==> config.mk <==
export PLATFORM = sky130hd
export DESIGN_NAME = wishbone_manager
export DESIGN_NICKNAME = d
export VERILOG_FILES = /design/src/rtl/wb_pkg.sv /design/src/rtl/wb_timeout_counter.sv /design/src/rtl/wishbone_manager.sv
export SDC_FILE = /design/constraint.sdc
export NUM_CORES = 1
export LEC_CHECK = 0
export BUFFER_PORTS_ARGS = -buffer_cell sky130_fd_sc_hd__buf_4
export CAP_MARGIN = 30
export CORE_MARGIN = 1.5
export CORE_UTILIZATION = 43
export DETAILED_ROUTE_END_ITERATION = 8
export PLACE_DENSITY = 0.77
export SYNTH_ARGS = -nofsm -noshare
export SYNTH_HDL_FRONTEND = slang
export SYNTH_SLANG_ARGS = --single-unit
==> constraint.sdc <==
create_clock -name CLK -period 1.04 [get_ports CLK]
set_input_delay 0.208 -clock CLK [delete_from_list [all_inputs] [get_ports CLK]]
set_output_delay 0.208 -clock CLK [all_outputs]
set_load 0.02 [all_outputs]
==> src/rtl/wb_pkg.sv <==
// Shared Wishbone manager types, address map and defaults.
// Optional timeout abort is enabled by WB_MANAGER_TIMEOUT_EN.
package wb_pkg;

   typedef enum logic {
      WB_MGR_IDLE = 1'b0,
      WB_MGR_BUS  = 1'b1
   } wb_mgr_state_t;

   // Team windows are 32'h30X0_0000; the X nibble selects the project.
   localparam logic [31:0] WB_TEAM_BASE = 32'h3000_0000;
   localparam logic [31:0] WB_TEAM_MASK = 32'hFF0F_0000;
   localparam logic [31:0] WB_LA_BASE   = 32'h3100_0000;
   localparam logic [31:0] WB_GPIO_BASE = 32'h3200_0000;
   localparam logic [31:0] WB_SRAM_BASE = 32'h3300_0000;

   localparam int unsigned WB_TIMEOUT_DEFAULT = 255;

   function automatic logic wb_is_team(input logic [31:0] adr);
      return (adr & WB_TEAM_MASK) == WB_TEAM_BASE;
   endfunction

endpackage

==> src/rtl/wb_timeout_counter.sv <==
// Saturating BUS-cycle counter for the manager timeout.
// expired is high while the count sits at CYCLES-1.
module wb_timeout_counter #(
   parameter int unsigned CYCLES = 255
) (
   input  logic CLK,
   input  logic nRST,
   input  logic clear,
   input  logic enable,
   output logic expired
);

   localparam int unsigned W = $clog2(CYCLES + 1);
   localparam logic [W-1:0] LAST = W'(CYCLES - 1);
   localparam logic [W-1:0] SAT  = W'(CYCLES);

   logic [W-1:0] count;

   always_ff @(posedge CLK or negedge nRST) begin
      if (!nRST) begin
         count <= '0;
      end else if (clear) begin
         count <= '0;
      end else if (enable && count != SAT) begin
         count <= count + 1'b1;
      end
   end

   assign expired = (count == LAST);

endmodule

==> src/rtl/wishbone_manager.sv <==
// Single-outstanding Wishbone initiator: request pulse in, classic cycle out.
// Timeout abort path present only with WB_MANAGER_TIMEOUT_EN defined.
module wishbone_manager
   import wb_pkg::*;
#(
   parameter int unsigned TIMEOUT_CYCLES = WB_TIMEOUT_DEFAULT
) (
   input  logic        CLK,
   input  logic        nRST,
   input  logic        req_i,
   input  logic        we_req_i,
   input  logic [31:0] adr_req_i,
   input  logic [31:0] dat_req_i,
   input  logic [3:0]  sel_req_i,
   output logic        busy_o,
   output logic        done_o,
   output logic        err_o,
   output logic [31:0] rdat_o,
   output logic        wbs_cyc_o,
   output logic        wbs_stb_o,
   output logic        wbs_we_o,
   output logic [31:0] wbs_adr_o,
   output logic [31:0] wbs_dat_o,
   output logic [3:0]  wbs_sel_o,
   input  logic        wbs_ack_i,
   input  logic [31:0] wbs_dat_i
);

   wb_mgr_state_t state;
   logic          expired;

`ifdef WB_MANAGER_TIMEOUT_EN
   wb_timeout_counter #(
      .CYCLES (TIMEOUT_CYCLES)
   ) u_timeout (
      .CLK     (CLK),
      .nRST    (nRST),
      .clear   (state == WB_MGR_IDLE),
      .enable  (state == WB_MGR_BUS && !wbs_ack_i),
      .expired (expired)
   );
`else
   logic unused_tmo;
   assign unused_tmo = (TIMEOUT_CYCLES > 1);
   assign expired    = 1'b0;
`endif

   always_ff @(posedge CLK or negedge nRST) begin
      if (!nRST) begin
         state     <= WB_MGR_IDLE;
         busy_o    <= 1'b0;
         done_o    <= 1'b0;
         err_o     <= 1'b0;
         rdat_o    <= '0;
         wbs_cyc_o <= 1'b0;
         wbs_stb_o <= 1'b0;
         wbs_we_o  <= 1'b0;
         wbs_adr_o <= '0;
         wbs_dat_o <= '0;
         wbs_sel_o <= '0;
      end else begin
         done_o <= 1'b0;
         unique case (state)
            WB_MGR_IDLE: begin
               if (req_i) begin
                  wbs_cyc_o <= 1'b1;
                  wbs_stb_o <= 1'b1;
                  wbs_we_o  <= we_req_i;
                  wbs_adr_o <= adr_req_i;
                  wbs_dat_o <= dat_req_i;
                  wbs_sel_o <= sel_req_i;
                  busy_o    <= 1'b1;
                  state     <= WB_MGR_BUS;
               end
            end
            WB_MGR_BUS: begin
               // ACK takes priority over a coincident timeout
               if (wbs_ack_i || expired) begin
                  if (!wbs_ack_i) begin
                     rdat_o <= '0;
                  end else if (!wbs_we_o) begin
                     rdat_o <= wbs_dat_i;
                  end
                  err_o     <= !wbs_ack_i;
                  done_o    <= 1'b1;
                  busy_o    <= 1'b0;
                  wbs_cyc_o <= 1'b0;
                  wbs_stb_o <= 1'b0;
                  wbs_we_o  <= 1'b0;
                  wbs_adr_o <= '0;
                  wbs_dat_o <= '0;
                  wbs_sel_o <= '0;
                  state     <= WB_MGR_IDLE;
               end
            end
            default: state <= WB_MGR_IDLE;
         endcase
      end
   end

endmodule

# Word-level counts from Yosys, hierarchy flattened
# Cells that the tools add are included.
[op_classes]
n_eq_ne = 2
mux = 18
bitwise = 2
reduce_logical = 4
[op_table]
columns = ["cell", "count"]
rows = [
  ["case mux 32 bit (2 select lines)", 2],
  ["two-way mux 32 bit", 3],
  ["two-way mux 4 bit", 2],
  ["case mux 4 bit (2 select lines)", 1],
  ["two-way mux 1 bit", 7],
  ["case mux 1 bit (2 select lines)", 3],
  ["!= test 2 bit, second input constant", 2],
  ["AND reduction 2 bit", 2],
  ["AND reduction 3 bit", 1],
  ["NOT 1 bit", 2],
  ["logical NOT 1 bit", 1],
]
[totals]
regBits = 105
inputBits = 105
elab_cells = 35

# Depth between registers and ports, before layout
[logic_depth]
ltp_word = 3
mapped_depth = 5

# Worst setup path before layout
# OpenSTA, ideal clock, no wires.
[synth_timing]
path_type = "reg-to-reg"
from = "reg wbs_we_o"
to = "reg rdat_o[0]"
setup_time_ns = 0.125
arrival_ns = 1.140
t_required_ns = 0.915
slack_ns = -0.225
path_stages_with_launch = 4
path_buffers = 1
synth_period_minus_slack_ns = 1.265
cell_sequence = "dfrtp_1 > nand3b_4 > buf_6 > mux2_4"
[synth_via]
elab_chain_len = 2
[synth_lines]
columns = ["element", "line_no", "text"]
rows = [
  ["from (decl)", "wishbone_manager.sv:21", "output logic wbs_we_o,"],
  ["from (signal assigned)", "wishbone_manager.sv:68", "wbs_we_o <= we_req_i;"],
  ["NOT 1 bit (no line)", "n/a", ""],
  ["AND reduction 3 bit (no line)", "n/a", ""],
  ["to (signal assigned)", "wishbone_manager.sv:82", "rdat_o <= wbs_dat_i;"],
  ["to (decl)", "wishbone_manager.sv:18", "output logic [31:0] rdat_o,"],
]
# No other way between the ends.
# A chain may end at the register's enable or synchronous reset.

# Final worst setup path
[layout_timing]
from = "reg wbs_we_o"
to = "reg rdat_o[14]"
# The elaborated chain is that of the path after synthesis.

==> run summary <==
Routability-driven placement finished with a final weighted congestion of 0.725. The total number of placement rows is 37. The first global-routing pass estimated 21,900 um of wire. The H-tree generated during clock tree synthesis spans 3 levels.

The routed wire length was 14,900 um; the global-route met1 utilization was 29.2%. The share of the Yosys chip area taken by registers is 56.5%. The leading cell type by number of instances after synthesis is sky130_fd_sc_hd__dfrtp_1. Buffers inserted during clock tree synthesis total 9.

In this run, synthesis inferred 0 flip-flops with an integrated enable. For the number of cells after detailed placement, the log shows 649. Once detail routing completed, the nets flagged for antenna violations numbered 0.

The synthesized design contains 105 register bits. The simple-gate share of the synthesized area works out to 0.995%. Yosys printed 0 warnings.

STA classifies the critical path startpoint as a register. The synthesized netlist net count was 419; the max capacitance violation total was 0. Summed over all cells, the static leakage comes to 4.16 nW. The overall die width works out to 107 um. The power density over the cells was 1950 nW/um^2. The I/O pin count is 211, and the cell area after synthesis is 4650 sq um.

In the synthesized netlist, the number of instances is 314. Fill cells in the final layout number 587. After the first detailed-routing iteration, the DRC count stood at 176.

The post-route netlist has 65.4% of its cells at a drive strength greater than 1. TritonCTS built the clock tree. Setup repair after global routing could not meet its margin everywhere. Post-route clock period utilization: 121%.

Counting along the longest clock path gives a buffer depth of 2. The number of max-slew violations in the final report is 0, and the total global routing track utilization is 24.9%. For this configuration, the core starts out at a cell density of 44.7%. Counting I/O delays and the setup requirement, the final critical path takes 1250 ps.

The worst hold slack across all endpoints was 54.0 ps. The final reports fail on setup timing. The critical path start-end classification is register to register. Most utilized layer in the global route result: met2.

The number of vias in the routed layout is 4,042. Global routing consumed, on the met3 layer, 5.71% of the routing resources. The combinational family with the most area after synthesis was multiplexers. Measured against the total synthesized area, the mux share comes to 25.0%.

After detailed routing, the number of remaining DRC violations is 0. The total of buffers placed on input and output ports is 210. The share of the synthesized area in compound gates (AO/OA/AOI/OAI) is 13.2%. Among all flip-flop cells after synthesis, the most frequent one is sky130_fd_sc_hd__dfrtp_1. In this run the standard cell core region covers 10,400 sq um. The total overflow left after global routing is 0.

Entering global routing, the biggest net connects 64 pins. The final cell count without fillers was 769; the fraction of synthesized cell area taken by the top area cell type was 56.5%. For this run, the post-layout net count is 733. The repair_antennas step left the layout with diodes totalling 0. The area share of fa/ha/maj cells after synthesis came out at 0%. In this run the vertical extent of the chip is 107 um. After detailed routing, the average wire length per cell comes to 19.4 um.

STA classifies the critical path endpoint as a register. In the final layout, flip-flops and latches occupy 2630 sq um. In the synthesized netlist the async set-or-reset flop fraction comes to 100%.

The clock drives 105 sinks. The final setup slack of the worst path was -214 ps. Compared with the post-synthesis result, the final layout area differs by 77.3%.

After legalization and detailed placement, the total HPWL measured 8190 um. After Yosys synthesis, XOR and XNOR cells account for 0% of the synthesized area. For this run, global-route usage on met2 was measured as 43.3%. The final number of setup-violating endpoints is 211. Of all cell types, the one taking the most synthesized area is sky130_fd_sc_hd__dfrtp_1. At the worst endpoint, the required time is 1290 ps. The worst setup slack before clock tree synthesis was -184 ps; the worst ir drop on vdd was 1.51 mV. The final count of hold timing violations was 0; the transition time at the pin with the least slew margin was 375 ps. The run gives 4,237 as the via count of the first global-routing pass. Ranked by total cell area, the synthesized netlist is headed by sky130_fd_sc_hd__dfrtp_1 56%, sky130_fd_sc_hd__mux2i_1 15%, sky130_fd_sc_hd__o2bb2ai_1 13%, sky130_fd_sc_hd__mux2_4 9.7%, sky130_fd_sc_hd__buf_4 1.3%. The timing-limited maximum frequency is 797 MHz, and the total negative slack is -25,710 ps.

Summing all multi-input logic gate instances after layout gives 2120 sq um. Yosys mapped the design onto 18 distinct sky130hd cell types. By count the netlist is led by 105 x sky130_fd_sc_hd__dfrtp_1, 69 x sky130_fd_sc_hd__mux2i_1, 68 x sky130_fd_sc_hd__o2bb2ai_1, 30 x sky130_fd_sc_hd__mux2_4, 10 x sky130_fd_sc_hd__buf_2. The run finished, with violations left. The run gives 0 as the number of antenna violations at the first check in global routing. The tightest min-delay check is of the input port to register type.

For this run, the detailed router's first-pass iteration total came to 6. The tree is rooted in a sky130_fd_sc_hd__clkbuf_8. Along the worst path, the maximum fanout reaches 19. The synthesized area per cell is 14.8 sq um.

In the routed layout, each cell is associated on average with a via count of 5.26. The run gives 16.1 mW as the post-route total power. The latest clock arrival within the worst-skew pair is 370 ps, and the data arrival time of the critical path is 1510 ps. Headroom to the max-slew limit came out at 74.3%. For the die area, the log shows 11,500 sq um.

Clock-pin slew was measured on the worst setup and hold paths at 110 ps. Between clock sinks in the finished design, the worst skew comes to 10.9 ps.
==> path summary, 6_finish.rpt <==
check	start	endpoint	slack, ps	cells past startpoint
max	wbs_we_o	rdat_o[14]	-210	3
min	wbs_dat_i[26]	rdat_o[26]	50	2
max reg2reg	wbs_we_o	rdat_o[14]	-210	3
min reg2reg	err_o	err_o	540	1
max in group asynchronous	nRST	wbs_we_o	350	3
min in group asynchronous	nRST	wbs_dat_o[27]	350	3
==> what timing repair did <==
action                                 4_1_cts  5_1_grt
endpoints found under the hold margin      105        0
gates resized for setup                    145       21
hold buffers                                 1        0
pin swaps                                    6        5
buffers inserted                            76       23
setup endpoints to repair                  206      211
cloned                                       5        0
==> routing by layer <==
layer,up-vias,part of all wire (%)
met4,0,3.6
li1,1806,-
met3,45,5.5
met5,-,0
met1,2020,38
met2,171,53
==> kinds of logic after synthesis <==
group	after synthesis
AND/OR/NAND/NOR	6
buffers and inverters	31
multiplexers	101
AO/OA/AOI/OAI	71
flip-flops	105
==> cells in the final DEF, fill, tap and decap left out, types with 2 or more instances in the layout <==
cell type and instances:
sky130_fd_sc_hd__buf_4 202, sky130_fd_sc_hd__buf_6 113, sky130_fd_sc_hd__dfrtp_1 102, sky130_fd_sc_hd__mux2i_1 69, sky130_fd_sc_hd__o2bb2ai_1 39, sky130_fd_sc_hd__mux2_4 30, sky130_fd_sc_hd__o2bb2ai_2 22, sky130_fd_sc_hd__buf_12 10
sky130_fd_sc_hd__clkbuf_8 9, sky130_fd_sc_hd__o2bb2ai_4 7, sky130_fd_sc_hd__buf_8 3, sky130_fd_sc_hd__buf_16 3, sky130_fd_sc_hd__dfrtp_2 3, sky130_fd_sc_hd__inv_1 2, sky130_fd_sc_hd__o22ai_2 2, sky130_fd_sc_hd__mux2_2 2
sky130_fd_sc_hd__clkbuf_1 2, sky130_fd_sc_hd__clkinvlp_4 2
==> registers in the layout, indices dropped and copies added (netlist names) <==
name / cells
state: 1
wbs_we_o: 1
rdat_o: 32
err_o: 1
wbs_dat_o: 32
done_o: 1
wbs_stb_o: 1
wbs_sel_o: 4
wbs_adr_o: 32
==> power breakdown <==
group          internal [mW]  switching (mW)
Combinational           4.38            3.23
Sequential              5.03           0.828
Clock                   1.14            1.44
Total                   10.5            5.51
==> through the flow <==
stage / util, % / cell area [sq um]
finish: 79.2 / 8250
global route: 79.2 / 8250
CTS: 76.2 / 7940
detailed placement: 62.0 / 6460
global placement: 62.0 / 6460
floorplan: - / 4700
==> worst max-delay path, stage by stage (launching register included) <==
cell	delay, ps
sky130_fd_sc_hd__dfrtp_2	420
sky130_fd_sc_hd__nand3b_4	200
sky130_fd_sc_hd__buf_12	190
sky130_fd_sc_hd__mux2_4	310
==> cell type report <==
class,instances,area share (%)
clock buffer,11,1.59
sequential,105,31.9
clock inverter,5,0.789
tap,136,2.06
multi-input combinational,178,25.7
inverter,2,0.0910
timing repair buffer,332,37.9
No activity file was read; power rests on OpenSTA's default activity.
